--- config.mk ---
export PLATFORM = sky130hd
export DESIGN_NAME = j_add23_arb_flat
export DESIGN_NICKNAME = d
export VERILOG_FILES = /design/src/rtl/j_add23_pkg.sv /design/src/rtl/j_add23_arb_if.sv /design/src/rtl/j_rr_arb.sv /design/src/rtl/j_add23_arb.sv /design/src/flat_wrapper.sv
export SDC_FILE = /design/constraint.sdc
export NUM_CORES = 1
export LEC_CHECK = 0
export CORE_AREA = 2 2 117 119
export DETAILED_ROUTE_END_ITERATION = 12
export DIE_AREA = 0 0 119 121
export PLACE_DENSITY = 0.8
export SYNTH_ARGS = -nofsm -noshare
export SYNTH_HDL_FRONTEND = slang
export SYNTH_SLANG_ARGS = --single-unit
--- constraint.sdc ---
create_clock -name sys_clk -period 2.2 [get_ports sys_clk]
set_input_delay 0.44 -clock sys_clk [delete_from_list [all_inputs] [get_ports sys_clk]]
set_output_delay 0.44 -clock sys_clk [all_outputs]
set_load 0.05 [all_outputs]
--- src/rtl/j_add23_pkg.sv ---
// Shared types and helpers for the Jerry 23-bit adder arbiter.
package j_add23_pkg;

    localparam int unsigned ADD_W   = 23;
    localparam int unsigned ID_W    = 3;
    localparam int unsigned MAX_REQ = 8;

    typedef enum logic {
        ARB,
        LOCKED
    } state_e;

    // Captured operand pair plus the requester that issued it
    typedef struct packed {
        logic [ID_W-1:0]  id;
        logic [ADD_W-1:0] a;
        logic [ADD_W-1:0] b;
    } op_t;

    typedef struct packed {
        logic            found;
        logic [ID_W-1:0] idx;
    } pick_t;

    // First set req bit scanning upward from ptr+1, wrapping modulo nreq
    function automatic pick_t rr_pick(input logic [MAX_REQ-1:0] req,
                                      input logic [ID_W-1:0]    ptr,
                                      input int unsigned        nreq);
        pick_t       p;
        int unsigned j;
        p = '0;
        for (int unsigned i = 1; i <= MAX_REQ; i++) begin
            j = (32'(ptr) + i) % nreq;
            if (i <= nreq && !p.found && req[ID_W'(j)]) begin
                p.found = 1'b1;
                p.idx   = ID_W'(j);
            end
        end
        return p;
    endfunction

endpackage

--- src/rtl/j_add23_arb_if.sv ---
// Requester-side bus of the shared adder: requests, operands, grants and results.
// res_cy only exists when J_ADD23_SAT_EN is defined.
interface j_add23_arb_if #(
    parameter int unsigned NREQ = 4
);
    import j_add23_pkg::*;

    logic [NREQ-1:0]       req;
    logic [NREQ-1:0]       lock;
    logic [NREQ*ADD_W-1:0] a_in;
    logic [NREQ*ADD_W-1:0] b_in;
    logic [NREQ-1:0]       gnt;
    logic [ADD_W-1:0]      res;
    logic                  res_valid;
    logic [ID_W-1:0]       res_id;
`ifdef J_ADD23_SAT_EN
    logic                  res_cy;

    modport master (output req, lock, a_in, b_in,
                    input  gnt, res, res_valid, res_id, res_cy);
    modport slave  (input  req, lock, a_in, b_in,
                    output gnt, res, res_valid, res_id, res_cy);
`else
    modport master (output req, lock, a_in, b_in,
                    input  gnt, res, res_valid, res_id);
    modport slave  (input  req, lock, a_in, b_in,
                    output gnt, res, res_valid, res_id);
`endif

endinterface

--- src/rtl/j_rr_arb.sv ---
// Combinational round-robin picker: request vector and last-winner pointer
// to one-hot grant and winner index.
module j_rr_arb
    import j_add23_pkg::*;
#(
    parameter int unsigned NREQ = 4
) (
    input  logic [NREQ-1:0] req,
    input  logic [ID_W-1:0] ptr,
    output logic [NREQ-1:0] gnt_c,
    output logic [ID_W-1:0] idx_c,
    output logic            any_c
);

    pick_t pick;

    always_comb begin
        pick  = rr_pick(MAX_REQ'(req), ptr, NREQ);
        any_c = pick.found;
        idx_c = pick.idx;
        gnt_c = '0;
        if (pick.found) begin
            gnt_c = NREQ'(1) << pick.idx;
        end
    end

endmodule

--- src/rtl/j_add23_arb.sv ---
// Round-robin arbiter with owner lock in front of the shared 23-bit Jerry adder,
// two-stage pipeline (operand capture, sum). Optional: J_ADD23_SAT_EN (saturate + res_cy).
module j_add23_arb
    import j_add23_pkg::*;
#(
    parameter int unsigned NREQ     = 4,
    parameter int unsigned LOCK_TMO = 15
) (
    input logic          sys_clk,
    input logic          reset,
    j_add23_arb_if.slave bus
);

    localparam int unsigned CNT_W = $clog2(LOCK_TMO + 1);

    state_e           state;
    logic [ID_W-1:0]  ptr;
    logic [ID_W-1:0]  owner;
    logic [CNT_W-1:0] cnt;

    logic [NREQ-1:0]  rr_gnt_c;
    logic [ID_W-1:0]  rr_idx_c;
    logic             rr_any_c;
    logic [NREQ-1:0]  owner_hot;
    logic [NREQ-1:0]  gnt_c;
    logic             fire_c;
    logic             owner_req_c;
    logic             owner_lock_c;

    op_t              op_c;
    op_t              s1_op;
    logic             s1_valid;

    j_rr_arb #(.NREQ(NREQ)) u_rr (
        .req   (bus.req),
        .ptr   (ptr),
        .gnt_c (rr_gnt_c),
        .idx_c (rr_idx_c),
        .any_c (rr_any_c)
    );

    assign owner_hot    = NREQ'(1) << owner;
    assign owner_req_c  = |(bus.req & owner_hot);
    assign owner_lock_c = |(bus.lock & owner_hot);

    // While locked only the owner may be granted; nothing is granted under reset
    always_comb begin
        gnt_c = '0;
        if (!reset) begin
            if (state == ARB) begin
                gnt_c = rr_gnt_c;
            end else begin
                gnt_c = bus.req & owner_hot;
            end
        end
    end

    assign bus.gnt = gnt_c;
    assign fire_c  = |gnt_c;

    always_comb begin
        op_c = '0;
        for (int unsigned i = 0; i < NREQ; i++) begin
            if (gnt_c[i]) begin
                op_c.id = ID_W'(i);
                op_c.a  = bus.a_in[ADD_W*i +: ADD_W];
                op_c.b  = bus.b_in[ADD_W*i +: ADD_W];
            end
        end
    end

`ifdef J_ADD23_SAT_EN
    logic [ADD_W:0] sum_c;
    assign sum_c = {1'b0, s1_op.a} + {1'b0, s1_op.b};
`else
    logic [ADD_W-1:0] sum_c;
    assign sum_c = s1_op.a + s1_op.b;
`endif

    always_ff @(posedge sys_clk) begin
        if (reset) begin
            state         <= ARB;
            ptr           <= ID_W'(NREQ - 1);
            owner         <= '0;
            cnt           <= '0;
            s1_valid      <= 1'b0;
            s1_op         <= '0;
            bus.res       <= '0;
            bus.res_valid <= 1'b0;
            bus.res_id    <= '0;
`ifdef J_ADD23_SAT_EN
            bus.res_cy    <= 1'b0;
`endif
        end else begin
            case (state)
                ARB: begin
                    if (rr_any_c) begin
                        ptr <= rr_idx_c;
                        if (|(bus.lock & rr_gnt_c)) begin
                            state <= LOCKED;
                            owner <= rr_idx_c;
                            cnt   <= '0;
                        end
                    end
                end
                LOCKED: begin
                    if (owner_req_c) begin
                        if (owner_lock_c) begin
                            cnt <= '0;
                        end else begin
                            state <= ARB;
                        end
                    end else if (cnt == CNT_W'(LOCK_TMO - 1)) begin
                        // Idle owner held the lock too long: release without a grant
                        state <= ARB;
                        cnt   <= '0;
                    end else begin
                        cnt <= cnt + CNT_W'(1);
                    end
                end
                default: state <= ARB;
            endcase

            s1_valid <= fire_c;
            if (fire_c) begin
                s1_op <= op_c;
            end

            bus.res_valid <= s1_valid;
            if (s1_valid) begin
                bus.res_id <= s1_op.id;
`ifdef J_ADD23_SAT_EN
                bus.res    <= sum_c[ADD_W] ? '1 : sum_c[ADD_W-1:0];
                bus.res_cy <= sum_c[ADD_W];
`else
                bus.res    <= sum_c;
`endif
            end
        end
    end

endmodule
--- src/flat_wrapper.sv ---
// flat-port wrapper written by rule: the top's interface ports become plain ports
module j_add23_arb_flat import j_add23_pkg::*;
#(
    parameter int unsigned NREQ     = 4,
    parameter int unsigned LOCK_TMO = 15
)
  (sys_clk, reset, bus_req, bus_lock, bus_a_in, bus_b_in, bus_gnt, bus_res, bus_res_valid, bus_res_id);
  j_add23_arb_if #(.NREQ(NREQ)) bus_i ();
  input logic sys_clk;
  input logic reset;
  input wire logic [$bits(bus_i.req)-1:0] bus_req;
  input wire logic [$bits(bus_i.lock)-1:0] bus_lock;
  input wire logic [$bits(bus_i.a_in)-1:0] bus_a_in;
  input wire logic [$bits(bus_i.b_in)-1:0] bus_b_in;
  output wire logic [$bits(bus_i.gnt)-1:0] bus_gnt;
  output wire logic [$bits(bus_i.res)-1:0] bus_res;
  output wire logic [$bits(bus_i.res_valid)-1:0] bus_res_valid;
  output wire logic [$bits(bus_i.res_id)-1:0] bus_res_id;
  assign bus_i.req = bus_req;
  assign bus_i.lock = bus_lock;
  assign bus_i.a_in = bus_a_in;
  assign bus_i.b_in = bus_b_in;
  assign bus_gnt = bus_i.gnt;
  assign bus_res = bus_i.res;
  assign bus_res_valid = bus_i.res_valid;
  assign bus_res_id = bus_i.res_id;
  j_add23_arb #(.NREQ(NREQ), .LOCK_TMO(LOCK_TMO)) u_core (.sys_clk(sys_clk), .reset(reset), .bus(bus_i));
endmodule
==> metrics.cfg, run 1 <==
[timing]
slew_headroom_pct = 62.7
finalSetupViolCount = 57
skew_ns = 0.00873
rsz0062_at_grt = yes
worst_pin_slew_ns = 0.558
hold_viol = 0
fin_crit_sh_pct = 118
max_freq_mhz = 385
finalSetupTns_ns = -14.42
final.setup.worst_slack_ns = -0.401
maxSlewViolCount = 0
period_needed_ns = 2.60

[grt]
grt_start_max_net_pins = 39
grt_pass1_vias = 5933
overflow = 0
grt_pass1_wl_um = 30900
grt_use_total_pct = 27.5
antenna_found_initial = 0

[routing]
first_iter_violations = 450
num_vias = 5840
dr.pass1.iters = 5
wirelength_um = 20900
post_drt_wl_per_cell_um = 20.4
viasPerCell = 5.70
ant_nets = 0
drc = 0

[finish]
fillers = 901
drive_above_1_share_pct = 24.1
multi_input_area_um2 = 3510
seqCellArea_um2 = 1700
fin_nets = 1063
mostFrequentLayoutCells = 215 x clkdlybuf4s50_1, 89 x a22o_1, 78 x buf_4
diodes = 0
final_cells = 1025
layout_commonest_cell = clkdlybuf4s50_1
areaGrowthSynthToFinish_pct = 80.3

[clock_network]
cts_tree = done
clkLatencyLatePin_ns = 0.34
clk_path_buf_depth = 2
clock_sinks = 84
cts-root-buf = clkbuf_16
htreeDepth = 3
cts_buffers = 9
clk_pin_slew_ns = 0.06
cts_hold_buffers = 0

[floorplanning]
start_util_pct = 38.6
rows = 42
die_area_um2 = 14400
io_pins = 225
core_area_um2 = 13100
fp.dieH_um = 121
die_w_um = 119

[yosys]
ys.flop_type = dfxtp_1
synth_top_area_share_pct = 33.3
yosysUniqueCellTypes = 62
yosysTopAreaCell = dfxtp_1
async_flop_share_pct = 0
syn_nets = 758
synthAdderAreaFrac_pct = 6.35
muxShareOfSynthArea_pct = 2.83
yosysSeqAreaShare_pct = 33.3
synth_compound_area_share_pct = 37.9
synth_top_family_by_area = compound AO/OA/AOI/OAI gates
synth-xor-area-share_pct = 2.78
synthCells = 539
synthSimpleGateAreaFrac_pct = 10.9
netlist_area_um2 = 5050
synth_edf_count = 0
yosys_register_bits = 84
yosysWarnings = 0
synthTopCellsByArea = dfxtp_1 33%, a22o_1 15%, a211o_1 7.6%
syn_area_per_cell_um2 = 9.36

[run]
drv_cap = 0

[critical_path]
critPathBufInv = 3
crit_type = reg -> out
crit_slowest_cell = o32a_1
critPathTopFamily = compound AO/OA/AOI/OAI gates
arrival_ns = 2.16
start_kind = register
rr_worst_depth = 12
reg2reg_from = u_core.ptr[1]
cp_max_fo = 5
rrSetupSlack_ns = -0.32
r2r-end = u_core.s1_op[5]
end_kind = output port
required_ns = 1.76
path_cells = buf_4 > a31o_4 > o22a_1 > o32a_1 > or2_4 > inv_4 > buf_12
cpPeakStageDelay_ns = 0.39

[run_status]
violations = negative setup slack
status = complete, but fails checks

[power]
p_total_w = 0.0106
irDropWorstVdd_mv = 0.538
leakagePower_nw = 3.92
cellPowerDensity_nw_per_um2 = 1160

[place]
port_buffers = 223
place_congestion = 0.903
dp.cells = 970
dp_hpwl_um = 13000

[hold_path]
worstHoldPathType = reg -> reg
min_to = u_core.bus.res[9]
min_path_cells = 2
hold_start = u_core.bus.res[9]

## state kept, by name, summed over array words and instances, names as in the netlist, 2 cells and up
name	count
u_core.cnt	4
u_core.s1_op	48
u_core.bus.res	23
u_core.bus.res_id	2
u_core.owner	2
u_core.ptr	2
## worst max-delay path by stage
stage                       start                to  slack, ns  cells past startpoint
floorplan           u_core.ptr[1]        bus_gnt[0]      -0.10                      9
global placement       bus_req[1]  u_core.s1_op[13]      -0.72                      9
detailed placement     bus_req[3]   u_core.s1_op[5]      -0.88                      8
CTS                 u_core.ptr[1]        bus_gnt[0]      -0.40                      7
global route        u_core.ptr[1]        bus_gnt[0]      -0.43                      7
finish              u_core.ptr[1]        bus_gnt[0]      -0.40                      7
## cell families after synthesis
logic type,count (synthesis)
AOI/OAI and AO/OA,239
xor gates and xnor gates,16
adders and majority gates,25
buffers and inverters,50
DFF,84
muxes,13
other,1
and+or+nand+nor,111
## cells in the mapped netlist, types with 2 or more instances
cell type,count
a22o_1,89
dfxtp_1,84
a211o_1,44
nor2_1,31
nand2_1,27
a21oi_1,24
ha_1,24
o21ai_0,17
nand2b_1,15
inv_1,14
buf_6,13
mux2i_1,12
clkbuf_1,11
xnor2_1,10
nand3_1,9
a211oi_1,8
a21o_1,7
buf_2,7
xor2_1,6
a22oi_1,5
and3_1,5
o211ai_1,5
a311oi_1,4
nand3b_1,4
o21a_1,4
a31oi_1,3
nor2b_1,3
nor3_1,3
o22ai_1,3
o311ai_0,3
o32a_1,3
or2_2,3
a2111oi_0,2
a31o_2,2
buf_1,2
inv_2,2
nand4_1,2
o21bai_1,2
o22a_1,2
o31ai_1,2
or2_1,2
## metal layers
metal / track usage [%] / vias to the layer above / wire length, um
li1: - / 2723 / -
met1: 32.4 / 2739 / 8280
met2: 49.3 / 318 / 10500
met3: 5.69 / 60 / 1360
met4: 9.90 / 0 / 789
met5: 0 / - / 0
## power breakdown
group / total (W) / internal (W) / switching, W
registers: 0.00257 / 0.00210 / 0.000470
logic: 0.00628 / 0.00313 / 0.00315
clock network: 0.00171 / 0.00111 / 0.000604
total: 0.0106 / 0.00634 / 0.00423
## what timing repair did
action                     4_1_cts  5_1_grt
setup endpoints to repair       67       74
gates resized for setup         63       81
buffers inserted                25       12
gates cloned                    11        1
pin swaps                       33       57
## worst reg2reg max path: stages, from the launching register on
cell	delay, ns
dfxtp_4	0.37
buf_4	0.16
a31o_4	0.23
o22a_1	0.18
o32a_1	0.39
or2_4	0.29
inv_4	0.07
buf_4	0.11
buf_6	0.09
buf_12	0.15
buf_16	0.15
a22o_1	0.16
a211o_1	0.11
## final cells by class
class | instances | share of cell area, %
inverters | 16 | 0.743
clock inverters | 5 | 1.10
multi-input cells | 408 | 38.6
repair buffers | 325 | 35.9
clock buffers | 11 | 2.56
flip-flops and latches | 84 | 18.7
well taps | 176 | 2.42
## stage by stage
step / worst slack (ns) / area [um^2] / hold WS, ns / util [%]
5_1_grt: -0.426 / 9100 / 0.490 / 69.5
2_1_floorplan: -0.101 / 5090 / 0.440 / -
4_1_cts: -0.404 / 8820 / 0.465 / 67.4
3_5_place_dp: -0.882 / 7880 / 0.452 / 60.2
6_report: -0.401 / 9100 / 0.459 / 69.5
3_3_place_gp: -0.715 / 7880 / 0.441 / 60.2
Power figures use the tool's default switching activity.
==> inputs of run 2 (changes only) <==
GPL_TIMING_DRIVEN = 0   (was default)
==> metrics.cfg, run 2 (synthesis gave the netlist of run 1 again) <==
[grt]
grt_start_max_net_pins = 15
busiest_layer = met2
use_met1_pct = 32.2
overflow = 0
use_met3_pct = 3.81
grt_pass1_vias = 5865
grt.met2_usage_pct = 50.6
antenna_found_initial = 0
grt_use_total_pct = 27.2
grt_pass1_wl_um = 30400

[run]
drv_cap = 0

[routing]
num_vias = 5722
post_drt_wl_per_cell_um = 20.3
viasPerCell = 5.72
first_iter_violations = 376
ant_nets = 0
wirelength_um = 20400
dr.pass1.iters = 5
drc = 0

[finish]
final_cells = 1001
fillers = 990
final_area_um2 = 8920
regMostFlops = u_core.s1_op
fin_nets = 1039
diodes = 0
largest_register_ffs = 48
mostFrequentLayoutCells = 215 x clkdlybuf4s50_1, 89 x a22o_1, 78 x dfxtp_1
layout_commonest_cell = clkdlybuf4s50_1
largest_registers = u_core.s1_op x48, u_core.bus.res x23, u_core.cnt x4
areaGrowthSynthToFinish_pct = 76.8
drive_above_1_share_pct = 20.1

[floorplanning]
io_pins = 225
fp.dieH_um = 121
core_area_um2 = 13100
rows = 42
start_util_pct = 38.6
die_area_um2 = 14400
die_w_um = 119

[timing]
worst_pin_slew_ns = 0.738
finalSetupViolCount = 50
period_needed_ns = 2.79
skew_ns = 0.00812
maxSlewViolCount = 0
hold_viol = 0
fin_crit_sh_pct = 127
final.setup.worst_slack_ns = -0.594
finalSetupTns_ns = -17.87
max_freq_mhz = 358
rsz0062_at_grt = yes
slew_headroom_pct = 50.8

[power]
leakagePower_nw = 3.81
clockPowerShare_pct = 14.6
switchingPower_w = 0.00415
irDropWorstVdd_mv = 0.620
internal_power_w = 0.00581
pwr-share-comb_pct = 59.9
netSwitchingFraction_pct = 41.7
cellPowerDensity_nw_per_um2 = 1120
seqPwrFrac_pct = 25.5

[critical_path]
end_kind = output port
critPathTopFamily = compound AO/OA/AOI/OAI gates
cpMostUsedCell = buf_12
cpPeakStageDelay_ns = 0.38
required_ns = 1.76
critPathBufInv = 5
path_cells = buf_4 > a31o_4 > o22a_1 > o32a_1 > or2_4 > inv_4 > buf_8 > buf_12 > buf_12
crit_slowest_cell = o32a_1
cp_max_fo = 5
crit_type = reg -> out
rr_worst_depth = 11
worst-path-stages = 9
start_kind = register
arrival_ns = 2.35

[place]
place_congestion = 0.898
dpl_cell_area_um2 = 7540
dp.cells = 938
port_buffers = 223
place_ws_ns = -1.67
dp_hpwl_um = 14200

[clock_network]
clk_pin_slew_ns = 0.07
clkLatencyLatePin_ns = 0.34
htreeDepth = 3
cts_tree = done
cts_buffers = 9
clock_sinks = 84
clk_path_buf_depth = 2
cts-root-buf = clkbuf_16
cts_hold_buffers = 0

[hold_path]
min_path_cells = 2
worstHoldPathType = reg -> reg

[run_status]
violations = negative setup slack
status = complete, but fails checks

-- run 2: changes by cell type in the layout (fill, tap and decap cells not counted), moves of 4 or more --
| cell | delta |
|---|---|
| buf_8 | +12 |
| buf_6 | +5 |
| dfxtp_1 | +6 |
| buf_12 | -4 |
| dfxtp_2 | -6 |
| buf_4 | -51 |
| clkbuf_1 | +6 |
-- run 2: path summary, 6_finish.rpt --
check                          start            endpoint  slack, ns
setup / recovery       u_core.ptr[1]          bus_gnt[0]      -0.59
hold / removal    u_core.bus.res[10]  u_core.bus.res[10]       0.45
setup reg to reg       u_core.ptr[1]    u_core.s1_op[31]      -0.40
hold reg to reg   u_core.bus.res[10]  u_core.bus.res[10]       0.45
-- run 2: worst min-delay path: stages, from the launching register on --
cell	delay, ns
dfxtp_1	0.31
nand2_1	0.05
o21ai_1	0.05
-- run 2: metrics by stage --
step / utilization, % / hold slack (ns) / power, W
finish: 68.2 / 0.452 / 0.00996
global route: 68.2 / 0.481 / 0.0104
CTS: 66.4 / 0.458 / 0.00942
detailed placement: 57.6 / 0.453 / 0.00707
global placement: 57.6 / 0.440 / 0.00694
floorplan: - / 0.440 / 0.00555
-- run 2: area by class of cell --
| type | count | area [um^2] | share of cell area [%] |
|---|---|---|---|
| repair buffers | 271 | 2830 | 31.7 |
| well taps | 176 | 220 | 2.47 |
| clock inverters | 5 | 37.5 | 0.421 |
| clock buffers | 11 | 243 | 2.72 |
| multi-input cells | 406 | 3500 | 39.2 |
| plain buffers | 32 | 342 | 3.83 |
| flip-flops and latches | 84 | 1690 | 19.0 |
| inverters | 16 | 62.6 | 0.701 |
-- run 2: what timing repair did --
| action | 4_1_cts | 5_1_grt |
|---|---|---|
| gates cloned | 7 | 0 |
| gates resized for setup | 142 | 44 |
| setup buffers | 33 | 9 |
| pin swaps | 63 | 26 |
| endpoints found under the setup margin | 73 | 67 |
-- run 2: power groups by stage --
stage               clock network, W  logic [W]  registers [W]
floorplan                          0    0.00264        0.00291
global placement                   0    0.00449        0.00245
detailed placement                 0    0.00460        0.00248
CTS                          0.00145    0.00548        0.00249
global route                 0.00152    0.00633        0.00257
finish                       0.00145    0.00597        0.00254
-- run 2: metal layers --
metal / vias to the layer above / part of all wire, %
met3: 38 / 5.9
met5: - / 0
met4: 0 / 2.4
met1: 2740 / 40
li1: 2669 / -
met2: 275 / 51
==> inputs of run 3 (changes only) <==
CORE_AREA = 2 2 112 114   (was 2 2 117 119)
DIE_AREA = 0 0 114 116   (was 0 0 119 121)
PLACE_DENSITY = 0.83   (was 0.8)
clock period = 2.8 ns   (was 2.2 ns; I/O delays follow)
==> metrics.cfg, run 3 (synthesis gave the netlist of run 1 again) <==
[finish]
drive_above_1_share_pct = 9.64
largest_registers = u_core.s1_op x48, u_core.bus.res x23, u_core.cnt x4
final_area_um2 = 7890
regMostFlops = u_core.s1_op
areaGrowthSynthToFinish_pct = 56.3
largest_register_ffs = 48
diodes = 0
multi_input_area_um2 = 3100
layout_commonest_cell = clkdlybuf4s50_1
fillers = 989
fin_nets = 1003
mostFrequentLayoutCells = 215 x clkdlybuf4s50_1, 89 x a22o_1, 83 x dfxtp_1
seqCellArea_um2 = 1690
final_cells = 935

[routing]
ant_nets = 0
met1_length_um = 7320
post_drt_wl_per_cell_um = 19.7
drc = 0
first_iter_violations = 291
met3RoutedLength_um = 1270
highest_layer = met4
viasPerCell = 5.93
wl_met2_um = 9240
wirelength_um = 18400
dr.pass1.iters = 5
num_vias = 5544

[critical_path]
cpMostUsedCell = buf_12
cpPeakStageDelay_ns = 0.38
start_kind = register
crit_type = reg -> out
cp_max_fo = 6
required_ns = 2.24
end_kind = output port
arrival_ns = 2.22
path_cells = mux2i_1 > o22ai_1 > or2_1 > o32a_4 > or2_4 > inv_4 > buf_12 > buf_12
crit_slowest_cell = dfxtp_4

[power]
switchingPower_w = 0.00282
netSwitchingFraction_pct = 41.6
clockPowerShare_pct = 16.5
leakagePower_nw = 3.46
cellPowerDensity_nw_per_um2 = 859
internal_power_w = 0.00396
irDropWorstVdd_mv = 0.428
pwr-share-comb_pct = 54.9
seqPwrFrac_pct = 28.6

[floorplanning]
start_util_pct = 42.4
rows = 40
io_pins = 225
die_area_um2 = 13200
fp.dieH_um = 116
core_area_um2 = 11900
die_w_um = 114

[place]
dp_hpwl_um = 14000
port_buffers = 223
place_ws_ns = -1.39
place_congestion = 0.902
dp.cells = 909
dpl_cell_area_um2 = 7460

[timing]
rsz0062_at_grt = yes
maxSlewViolCount = 0
worst_pin_slew_ns = 0.751
skew_ns = 0.00871
fin_crit_sh_pct = 99.2
worst_hold_slack_ns = 0.470
slew_headroom_pct = 49.6
finalSetupViolCount = 0
hold_viol = 0
max_freq_mhz = 360
final.setup.worst_slack_ns = 0.0230
period_needed_ns = 2.78

[clock_network]
cts_tree = done
cts_buffers = 9
clk_pin_slew_ns = 0.06
clock_sinks = 84
cts-root-buf = clkbuf_16
clkLatencyLatePin_ns = 0.33
htreeDepth = 3
clk_path_buf_depth = 2

[grt]
antenna_found_initial = 0
grt_pass1_vias = 5495
grt_start_max_net_pins = 19
grt_pass1_wl_um = 27900
grt_use_total_pct = 27.2
overflow = 0

[run_status]
status = finished, final reports clean

[run]
drv_cap = 0

[hold_path]
worstHoldPathType = reg -> reg

==> run 3: cell types whose count changed in the layout (fill, tap and decap cells not counted), moves of 6 or more <==
cell	previous run	this run
buf_12	10	3
buf_2	2	8
buf_4	27	16
buf_8	14	0
ha_1	12	24
ha_4	7	0
o21ai_0	8	15
==> run 3: power groups by stage <==
stage	clock [W]	sequential [W]	combinational, W
after floorplan	0	0.00229	0.00205
after global placement	0	0.00193	0.00346
after detailed placement	0	0.00195	0.00355
after CTS	0.00111	0.00193	0.00367
after global routing	0.00117	0.00198	0.00400
final	0.00112	0.00194	0.00372
==> run 3: cell type report <==
cell class / instances / share of cell area (%)
plain buffers: 30 / 2.81
multi-input cells: 405 / 39.3
well taps: 147 / 2.33
repair buffers: 238 / 29.8
clock buffers: 11 / 3.20
inverters: 16 / 0.857
flip-flops and latches: 84 / 21.4
clock inverters: 4 / 0.317
==> run 3: what timing repair did <==
action | CTS | global route
endpoints found under the setup margin | 44 | 8
resized for setup | 64 | 8
hold buffers | 0 | 0
pin swaps | 8 | 9
buffers inserted | 11 | 4
==> run 3: worst max-delay path: cells and delay by family, from the launching register on <==
family	cells	cell delay (ns)
AOI/OAI and AO/OA	2	0.45
buffers and inverters	3	0.29
DFF	1	0.38
muxes	1	0.20
and+or+nand+nor	2	0.55
==> run 3: per-layer routing <==
| metal | vias up | track usage (%) |
|---|---|---|
| li1 | 2594 | - |
| met1 | 2611 | 32.5 |
| met2 | 297 | 49.6 |
| met3 | 42 | 4.18 |
| met4 | 0 | 9.92 |
| met5 | - | 0 |
==> run 3: final timing paths <==
path                        endpoint             start  depth (start not counted)  slack, ns
setup reg to reg  u_core.bus.res[16]   u_core.s1_op[0]                         10       0.17
hold / removal      u_core.s1_op[32]  u_core.s1_op[32]                          1       0.47
setup / recovery          bus_gnt[2]     u_core.ptr[1]                          8       0.02
hold reg to reg     u_core.s1_op[32]  u_core.s1_op[32]                          1       0.47
==> run 3: through the flow <==
stage	power [W]	utilization [%]	TNS [ns]
after floorplan	0.00434	-	0
after global placement	0.00539	62.6	-22.88
after detailed placement	0.00550	62.6	-25.93
after CTS	0.00671	66.2	-0.0376
after global routing	0.00715	66.2	-0.0254
final	0.00678	66.2	0
